### src/rtl/ann_window_sequencer_if.sv
// Host-side bus of the ANN window sequencer: weight/temperature RAM ports,
// ANN core handshake and run status.
interface ann_window_sequencer_if #(
  parameter int DATA_W = 156
);
  logic              start;
  logic              w_rd_en;
  logic [13:0]       w_addr;
  logic [DATA_W-1:0] w_rdata;
  logic              t_rd_en;
  logic [8:0]        t_addr;
  logic [DATA_W-1:0] t_rdata;
  logic              t_wr_en;
  logic [DATA_W-1:0] t_wdata;
  logic [DATA_W-1:0] Weight_in;
  logic              Weight_Save_enable;
  logic [DATA_W-1:0] Temperature_in_0;
  logic [DATA_W-1:0] Temperature_in_1;
  logic [DATA_W-1:0] Temperature_in_2;
  logic [DATA_W-1:0] Temperature_in_3;
  logic              tb_rev_ready_h;
  logic [DATA_W-1:0] Data_out;
  logic              Ready_Signal;
  logic              pred_valid;
  logic [16:0]       pred_data;
  logic [8:0]        pred_day;
  logic              busy;
  logic              done;
  logic              err;

  modport master (
    input  start, w_rdata, t_rdata, Data_out, Ready_Signal,
    output w_rd_en, w_addr, t_rd_en, t_addr, t_wr_en, t_wdata,
           Weight_in, Weight_Save_enable,
           Temperature_in_0, Temperature_in_1, Temperature_in_2, Temperature_in_3,
           tb_rev_ready_h, pred_valid, pred_data, pred_day, busy, done, err
  );

  modport slave (
    output start, w_rdata, t_rdata, Data_out, Ready_Signal,
    input  w_rd_en, w_addr, t_rd_en, t_addr, t_wr_en, t_wdata,
           Weight_in, Weight_Save_enable,
           Temperature_in_0, Temperature_in_1, Temperature_in_2, Temperature_in_3,
           tb_rev_ready_h, pred_valid, pred_data, pred_day, busy, done, err
  );
endinterface

### src/rtl/ann_window_sequencer.sv
// Drives the ANN predictor one forecast day at a time: streams the day's
// weights, presents the 4-day Tmax window, requests a prediction, scales the
// result by 1/1000 and back-fills the day after the window when it is empty.
module ann_window_sequencer #(
  parameter int DATA_W    = 156,
  parameter int N_WEIGHTS = 40,
  parameter int ONE_YEAR  = 369,
  parameter int REQ_CYC   = 5,
  parameter int GAP_CYC   = 10,
  parameter int TIMEOUT   = 1024
) (
  input  logic                  Clk,
  input  logic                  Reset_h,
  ann_window_sequencer_if.master bus
);
  // state | meaning
  // IDLE  | waiting for start
  // WLOAD | reading N_WEIGHTS weights, streaming them to the ANN one cycle later
  // WGAP  | quiet gap before the window request
  // TREAD | reading mem[d..d+3] into the window, mem[d+4] into the empty check
  // REQ   | ready request held high, early result captured
  // WAIT  | waiting for Ready_Signal, bounded by TIMEOUT
  // DIV   | 26-cycle restoring divide by 1000
  // WB    | prediction pulse, optional back-fill of day d+4
  // NEXT  | advance day or finish
  // DONE  | run finished, returns to IDLE
  typedef enum logic [3:0] {
    S_IDLE, S_WLOAD, S_WGAP, S_TREAD, S_REQ, S_WAIT, S_DIV, S_WB, S_NEXT, S_DONE
  } state_t;

  // One shared down-counter times every state; 11 bits cover TIMEOUT up to 2048.
  localparam int         TMR_W    = 11;
  localparam logic [8:0] LAST_DAY = 9'(ONE_YEAR - 5);

  state_t            state, state_nxt;
  logic [TMR_W-1:0]  tmr, tmr_load;
  logic              tmr_tc;
  logic [8:0]        day;
  logic [25:0]       quo;
  logic [9:0]        rem, rem_nxt;
  logic [10:0]       trial;
  logic              div_ge;
  logic              got;
  logic              ready_hit;
  logic              next_zero;
  logic              wse_q;
  logic              done_q, err_q;
  logic [DATA_W-1:0] temp_q [4];
  logic              unused_data_hi;

  assign tmr_tc    = (tmr == '0);
  assign ready_hit = bus.Ready_Signal && !got;

  // Divider works on the high quotient bit shifted into the partial remainder.
  assign trial   = {rem, quo[25]};
  assign div_ge  = (trial >= 11'd1000);
  assign rem_nxt = div_ge ? 10'(trial - 11'd1000) : trial[9:0];

  // Only the low 26 bits of the ANN result carry the prediction.
  assign unused_data_hi = ^bus.Data_out[DATA_W-1:26];

  // State register.
  always_ff @(posedge Clk or posedge Reset_h) begin
    if (Reset_h) state <= S_IDLE;
    else         state <= state_nxt;
  end

  // Next-state decode and strobe/address outputs.
  always_comb begin
    state_nxt          = state;
    bus.w_rd_en        = 1'b0;
    bus.w_addr         = '0;
    bus.t_rd_en        = 1'b0;
    bus.t_addr         = '0;
    bus.t_wr_en        = 1'b0;
    bus.t_wdata        = '0;
    bus.tb_rev_ready_h = 1'b0;
    bus.pred_valid     = 1'b0;
    bus.pred_data      = '0;
    bus.busy           = (state != S_IDLE) && (state != S_DONE);
    case (state)
      S_IDLE:  if (bus.start) state_nxt = S_WLOAD;
      S_WLOAD: begin
        bus.w_rd_en = 1'b1;
        bus.w_addr  = 14'(day) * 14'(N_WEIGHTS) + 14'(TMR_W'(N_WEIGHTS - 1) - tmr);
        if (tmr_tc) state_nxt = S_WGAP;
      end
      S_WGAP:  if (tmr_tc) state_nxt = S_TREAD;
      S_TREAD: begin
        if (!tmr_tc) begin
          bus.t_rd_en = 1'b1;
          bus.t_addr  = day + 9'(TMR_W'(5) - tmr);
        end
        if (tmr_tc) state_nxt = S_REQ;
      end
      S_REQ: begin
        bus.tb_rev_ready_h = 1'b1;
        if (tmr_tc) state_nxt = (got || bus.Ready_Signal) ? S_DIV : S_WAIT;
      end
      S_WAIT: begin
        if (bus.Ready_Signal) state_nxt = S_DIV;
        else if (tmr_tc)      state_nxt = S_IDLE;
      end
      S_DIV:   if (tmr_tc) state_nxt = S_WB;
      S_WB: begin
        bus.pred_valid = 1'b1;
        bus.pred_data  = quo[16:0];
        if (next_zero) begin
          bus.t_wr_en = 1'b1;
          bus.t_addr  = day + 9'd4;
          bus.t_wdata = DATA_W'(quo[16:0]);
        end
        state_nxt = S_NEXT;
      end
      S_NEXT:  state_nxt = (day == LAST_DAY) ? S_DONE : S_WLOAD;
      S_DONE:  state_nxt = S_IDLE;
      default: state_nxt = S_IDLE;
    endcase
  end

  // Timer reload value for the state being entered.
  always_comb begin
    tmr_load = '0;
    case (state_nxt)
      S_WLOAD: tmr_load = TMR_W'(N_WEIGHTS - 1);
      S_WGAP:  tmr_load = TMR_W'(GAP_CYC - 1);
      S_TREAD: tmr_load = TMR_W'(5);
      S_REQ:   tmr_load = TMR_W'(REQ_CYC - 1);
      S_WAIT:  tmr_load = TMR_W'(TIMEOUT - 1);
      S_DIV:   tmr_load = TMR_W'(25);
      default: tmr_load = '0;
    endcase
  end

  // Timer, day index, window capture, result capture, divider and sticky flags.
  always_ff @(posedge Clk or posedge Reset_h) begin
    if (Reset_h) begin
      tmr       <= '0;
      day       <= '0;
      quo       <= '0;
      rem       <= '0;
      got       <= 1'b0;
      next_zero <= 1'b0;
      wse_q     <= 1'b0;
      done_q    <= 1'b0;
      err_q     <= 1'b0;
      for (int i = 0; i < 4; i++) temp_q[i] <= '0;
    end else begin
      wse_q <= (state == S_WLOAD);
      if (state_nxt != state) tmr <= tmr_load;
      else if (!tmr_tc)       tmr <= tmr - TMR_W'(1);
      case (state)
        S_IDLE: begin
          if (bus.start) begin
            day    <= '0;
            done_q <= 1'b0;
            err_q  <= 1'b0;
          end
        end
        S_TREAD: begin
          got <= 1'b0;
          if (tmr == TMR_W'(4)) temp_q[0] <= bus.t_rdata;
          if (tmr == TMR_W'(3)) temp_q[1] <= bus.t_rdata;
          if (tmr == TMR_W'(2)) temp_q[2] <= bus.t_rdata;
          if (tmr == TMR_W'(1)) temp_q[3] <= bus.t_rdata;
          if (tmr_tc)           next_zero <= (bus.t_rdata == '0);
        end
        S_REQ, S_WAIT: begin
          if (ready_hit) begin
            quo <= bus.Data_out[25:0];
            rem <= '0;
            got <= 1'b1;
          end
          if (state == S_WAIT && tmr_tc && !bus.Ready_Signal) err_q <= 1'b1;
        end
        S_DIV: begin
          quo <= {quo[24:0], div_ge};
          rem <= rem_nxt;
        end
        S_NEXT: begin
          if (day == LAST_DAY) done_q <= 1'b1;
          else                 day    <= day + 9'd1;
        end
        default: ;
      endcase
    end
  end

  assign bus.Weight_Save_enable = wse_q;
  assign bus.Weight_in          = wse_q ? bus.w_rdata : '0;
  assign bus.Temperature_in_0   = temp_q[0];
  assign bus.Temperature_in_1   = temp_q[1];
  assign bus.Temperature_in_2   = temp_q[2];
  assign bus.Temperature_in_3   = temp_q[3];
  assign bus.pred_day           = day;
  assign bus.done               = done_q;
  assign bus.err                = err_q;
endmodule

### src/flat_wrapper.sv
// flat-port wrapper written by rule: the top's interface ports become plain ports
module ann_window_sequencer_flat 
#(
  parameter int DATA_W    = 156,
  parameter int N_WEIGHTS = 40,
  parameter int ONE_YEAR  = 369,
  parameter int REQ_CYC   = 5,
  parameter int GAP_CYC   = 10,
  parameter int TIMEOUT   = 1024
)
  (Clk, Reset_h, bus_start, bus_w_rdata, bus_t_rdata, bus_Data_out, bus_Ready_Signal, bus_w_rd_en, bus_w_addr, bus_t_rd_en, bus_t_addr, bus_t_wr_en, bus_t_wdata, bus_Weight_in, bus_Weight_Save_enable, bus_Temperature_in_0, bus_Temperature_in_1, bus_Temperature_in_2, bus_Temperature_in_3, bus_tb_rev_ready_h, bus_pred_valid, bus_pred_data, bus_pred_day, bus_busy, bus_done, bus_err);
  ann_window_sequencer_if #(.DATA_W(DATA_W)) bus_i ();
  input  logic Clk;
  input  logic Reset_h;
  input wire logic [$bits(bus_i.start)-1:0] bus_start;
  input wire logic [$bits(bus_i.w_rdata)-1:0] bus_w_rdata;
  input wire logic [$bits(bus_i.t_rdata)-1:0] bus_t_rdata;
  input wire logic [$bits(bus_i.Data_out)-1:0] bus_Data_out;
  input wire logic [$bits(bus_i.Ready_Signal)-1:0] bus_Ready_Signal;
  output wire logic [$bits(bus_i.w_rd_en)-1:0] bus_w_rd_en;
  output wire logic [$bits(bus_i.w_addr)-1:0] bus_w_addr;
  output wire logic [$bits(bus_i.t_rd_en)-1:0] bus_t_rd_en;
  output wire logic [$bits(bus_i.t_addr)-1:0] bus_t_addr;
  output wire logic [$bits(bus_i.t_wr_en)-1:0] bus_t_wr_en;
  output wire logic [$bits(bus_i.t_wdata)-1:0] bus_t_wdata;
  output wire logic [$bits(bus_i.Weight_in)-1:0] bus_Weight_in;
  output wire logic [$bits(bus_i.Weight_Save_enable)-1:0] bus_Weight_Save_enable;
  output wire logic [$bits(bus_i.Temperature_in_0)-1:0] bus_Temperature_in_0;
  output wire logic [$bits(bus_i.Temperature_in_1)-1:0] bus_Temperature_in_1;
  output wire logic [$bits(bus_i.Temperature_in_2)-1:0] bus_Temperature_in_2;
  output wire logic [$bits(bus_i.Temperature_in_3)-1:0] bus_Temperature_in_3;
  output wire logic [$bits(bus_i.tb_rev_ready_h)-1:0] bus_tb_rev_ready_h;
  output wire logic [$bits(bus_i.pred_valid)-1:0] bus_pred_valid;
  output wire logic [$bits(bus_i.pred_data)-1:0] bus_pred_data;
  output wire logic [$bits(bus_i.pred_day)-1:0] bus_pred_day;
  output wire logic [$bits(bus_i.busy)-1:0] bus_busy;
  output wire logic [$bits(bus_i.done)-1:0] bus_done;
  output wire logic [$bits(bus_i.err)-1:0] bus_err;
  assign bus_i.start = bus_start;
  assign bus_i.w_rdata = bus_w_rdata;
  assign bus_i.t_rdata = bus_t_rdata;
  assign bus_i.Data_out = bus_Data_out;
  assign bus_i.Ready_Signal = bus_Ready_Signal;
  assign bus_w_rd_en = bus_i.w_rd_en;
  assign bus_w_addr = bus_i.w_addr;
  assign bus_t_rd_en = bus_i.t_rd_en;
  assign bus_t_addr = bus_i.t_addr;
  assign bus_t_wr_en = bus_i.t_wr_en;
  assign bus_t_wdata = bus_i.t_wdata;
  assign bus_Weight_in = bus_i.Weight_in;
  assign bus_Weight_Save_enable = bus_i.Weight_Save_enable;
  assign bus_Temperature_in_0 = bus_i.Temperature_in_0;
  assign bus_Temperature_in_1 = bus_i.Temperature_in_1;
  assign bus_Temperature_in_2 = bus_i.Temperature_in_2;
  assign bus_Temperature_in_3 = bus_i.Temperature_in_3;
  assign bus_tb_rev_ready_h = bus_i.tb_rev_ready_h;
  assign bus_pred_valid = bus_i.pred_valid;
  assign bus_pred_data = bus_i.pred_data;
  assign bus_pred_day = bus_i.pred_day;
  assign bus_busy = bus_i.busy;
  assign bus_done = bus_i.done;
  assign bus_err = bus_i.err;
  ann_window_sequencer #(.DATA_W(DATA_W), .N_WEIGHTS(N_WEIGHTS), .ONE_YEAR(ONE_YEAR), .REQ_CYC(REQ_CYC), .GAP_CYC(GAP_CYC), .TIMEOUT(TIMEOUT)) u_core (.Clk(Clk), .Reset_h(Reset_h), .bus(bus_i));
endmodule
### config.mk
export PLATFORM = sky130hd
export DESIGN_NAME = ann_window_sequencer_flat
export DESIGN_NICKNAME = d
export VERILOG_FILES = /design/src/rtl/ann_window_sequencer_if.sv /design/src/rtl/ann_window_sequencer.sv /design/src/flat_wrapper.sv
export SDC_FILE = /design/constraint.sdc
export NUM_CORES = 1
export LEC_CHECK = 0
export BUFFER_PORTS_ARGS = -buffer_cell sky130_fd_sc_hd__buf_2
export CORE_AREA = 2 2 569 571
export DETAILED_ROUTE_END_ITERATION = 10
export DIE_AREA = 0 0 571 573
export SYNTH_ARGS = -nofsm -noshare
export SYNTH_HDL_FRONTEND = slang
export SYNTH_SLANG_ARGS = --single-unit
### constraint.sdc
create_clock -name Clk -period 47.3 [get_ports Clk]
set_clock_uncertainty 0.2 [all_clocks]
set_input_delay 0 -clock Clk [delete_from_list [all_inputs] [get_ports Clk]]
set_output_delay 0 -clock Clk [all_outputs]
set_load 0.03 [all_outputs]
==> run metrics <==
outcome finished, final reports clean; post-route setup slack about 42 ns; yosys warns 0; antenna violations before repair 162; Worst-Skew Late Latency 0.77 ns; initial core utilization 0.0955; CP top delay family buffers and inverters; first-pass GRT wire length 238 mm; post-layout min period 5.29 ns; leakage 21.1 nW; Placeable Area 320,000 um^2; CP cell instances dlygate4sd3_1, buf_2, dlygate4sd3_1, inv_8, buf_12, buf_4, buf_4, buf_4, buf_4; DP Worst Slack 42.20 ns; synthesized area ~31,000 um^2; Top-Level Pins 1,466; largest net degree at the start of global routing 158; Final Util 0.148; clock slew at reported path FFs 0.06 ns; Remaining DRCs 0; RSZ-0062 raised after global routing no; EDFF count, synth 0; Comb pwr share 0.157; final period utilization 0.112; share of cells above drive strength 1 0.518; Crit. End Element asynchronous set/reset pin; Max clock buf depth 4; Slew headroom 0.244; register share of total power 0.400; Sw Pwr 0.469 mW; Total Routing Usage GR 0.109; DR iter-0 viols 1,294; number of I/O port buffers 1,196; via count 25,300; maximum VDD drop around 0.033 mV; placed cells 7,716; worst hold path class primary input to register; Final Power 1.57 mW; Max Slew Vio Count 0; flops & latches, synth 689; final setup fails 0; CTS tree built; Antenna Violating Nets Remaining 0; worst hold start bus_t_rdata[137]; startpoint type of the worst setup path primary input; Die X 571 um; RR Startpoint u_core.state[0]$_DFF_PP0_; Final Hold Fails 0; Worst Setup SP Reset_h; total wire length 185 mm; Adder-Cell Fraction of Synth Area 0.0220; Mapped Cells 2,298; vias per cell 3.07; Synth Flop Type dfrtp_1; WL/cell 22.4 um; Layout Nets 4,347; TritonCTS buffer count 87; Die Y-Extent 573 um; Clock Power Share 0.442; GPL Wtd Cong 0.955; dpl hpwl about 150 mm; peak fanout along the critical path 154; measured slew at the worst slew-check pin 1.13 ns; most used cell, CP buf_4; crit path DAT between 5 and 6 ns; Cell Pwr Density approximately 33 nW/um^2; Syn Area/Cell 13.3 um^2; clock sinks 689; critical path type primary input to asynchronous set/reset pin; FFs w/ async S/R, synth 1.00; Synth Area in Compound Gates 0.0232; synth unique cells 63; post-synthesis xor/xnor area fraction 0.0157; largest family of logic cells by synthesized area multiplexers; crit path buf inv count 9; vias in the first global route 25,100; First-pass DRT Iterations 5; gr ovfl total 0; Post-CTS Setup Inserts 0; # rows 208; total die area 327,000 um^2; post-synthesis sequential area ratio 0.564; setup TNS 0 ns; internal cell power about 1.1 mW; non-filler instance count after layout 8,236; fmax 189 MHz; critical path's slowest cell buf_4; Synth Area in Simple Gates 0.0821; worst endpoint required time between 40 and 50 ns; CTS Root Cell clkbuf_16; Layout area overhead 55.4%; H-tree depth 3; max cap viols 0; critical path's largest stage delay 0.83 ns; post-synthesis mux area share 0.239; Fill cells between 30,000 and 40,000; sw frac 0.298
==> power by group through the flow <==
stage / combinational [mW] / clock (mW) / sequential (mW)
after detailed placement: 0.228 / 0 / 0.640
after global placement: 0.228 / 0 / 0.638
after CTS: 0.253 / 0.721 / 0.629
after global routing: 0.261 / 0.741 / 0.633
final: 0.248 / 0.696 / 0.630
after floorplan: 0.0751 / 0 / 0.696
==> per-layer routing <==
layer / share of wire / global-route usage / up-vias / routed length [um]
li1: - / - / 10900 / -
met1: 0.39 / 0.127 / 12600 / 72700
met2: 0.50 / 0.192 / 1460 / 91400
met3: 0.066 / 0.0198 / 319 / 12200
met4: 0.044 / 0.0462 / 26 / 8170
met5: 0.00094 / 0 / - / 173
==> synth_stat cells, types with 4 or more instances <==
master	instances	share of area
nor3_1	19	0.0031
o21ai_0	60	0.0098
nor2_1	55	0.0067
a21o_1	5	0.0012
dfrtp_1	689	0.56
nor4_1	44	0.0090
buf_4	139	0.034
mux2_2	626	0.23
xor2_1	21	0.0060
a21oi_1	24	0.0039
mux2i_1	25	0.0082
a31oi_1	4	0.00082
buf_2	54	0.0088
or3_1	4	0.00082
nor2b_1	5	0.0010
o22ai_1	6	0.0012
inv_1	33	0.0040
xnor2_1	34	0.0097
ha_1	49	0.020
and3_1	20	0.0041
clkbuf_1	57	0.0070
nand4_1	12	0.0025
nand2b_1	8	0.0016
and2_1	173	0.035
nand2_1	63	0.0077
nand3_1	21	0.0034
==> repair_timing <==
item / 4_1_cts / 5_1_grt
gates resized for setup: 0 / 0
endpoints found under the hold margin: 928 / 0
hold buffers: 323 / 0
==> area by class of cell <==
type | instances | area [um^2] | share of cell area
clock buffers | 119 | 2500 | 0.0526
inverters | 34 | 135 | 0.00284
multi-input cells | 1461 | 12200 | 0.258
clock inverters | 28 | 432 | 0.00908
repair buffers | 1550 | 9460 | 0.199
diodes | 50 | 125 | 0.00263
well taps | 4305 | 5390 | 0.113
flip-flops and latches | 689 | 17200 | 0.363
==> stage by stage <==
stage / cell area (um^2) / hold WS, ns
after floorplan: 31100 / -0.0495
after global placement: 41200 / 0.00345
after detailed placement: 41200 / 0.00857
after CTS: 47400 / 0.000993
after global routing: 47400 / 0.0372
final: 47500 / 0.0119
==> cells by family (layout without fill, tap and decap cells) <==
kind of cell	Yosys count	after routing
AOI/OAI and AO/OA	121	121
xor gates and xnor gates	55	55
adders and majority gates	52	52
buffers and inverters	286	1731
DFF	689	689
muxes	651	651
other	1	189
and+or+nand+nor	443	443
==> tightest hold or removal path: stages <==
cell,delay [ns]
dlygate4sd3_1,0.53
buf_2,0.25
mux2_2,0.20
==> placed cells by master (no fill, tap or decap), types with 41 or more instances in the layout <==
master and count:
ha_1 49, nor2_1 54, conb_1 139, dlygate4sd3_1 323, diode_2 50, buf_2 1196
mux2_2 626, and2_1 173, dfrtp_1 688, o21ai_0 60, nor4_1 41, clkbuf_16 88
nand2_1 60
==> path summary, 6_finish.rpt <==
check	to	slack [ns]	depth (start not counted)
worst max-delay path	u_core.bus.Temperature_in_1[48]$_DFFE_PP0P_	42.01	9
worst min-delay path	u_core.bus.Temperature_in_3[137]$_DFFE_PP0P_	0.01	3
worst max register to register	u_core.bus.Temperature_in_3[47]$_DFFE_PP0P_	42.58	7
worst min register to register	u_core.rem[1]$_DFFE_PP0P_	0.28	2
max in group Clk	u_core.bus.Temperature_in_3[47]$_DFFE_PP0P_	42.58	7
min in group asynchronous	u_core.bus.Temperature_in_1[116]$_DFFE_PP0P_	0.37	4
==> registers in the layout, indices dropped and copies added, names as in the netlist <==
register / flops
u_core.tmr: 11
u_core.bus.Weight_Save_enable: 1
u_core.bus.done: 1
u_core.state: 4
u_core.bus.err: 1
u_core.bus.Temperature_in_0: 156
u_core.bus.Temperature_in_3: 156
u_core.quo: 26
u_core.bus.Temperature_in_2: 156
u_core.got: 1
u_core.rem: 10
u_core.next_zero: 1
u_core.bus.Temperature_in_1: 156
u_core.bus.pred_day: 9
(Power assumes the default switching activity.)
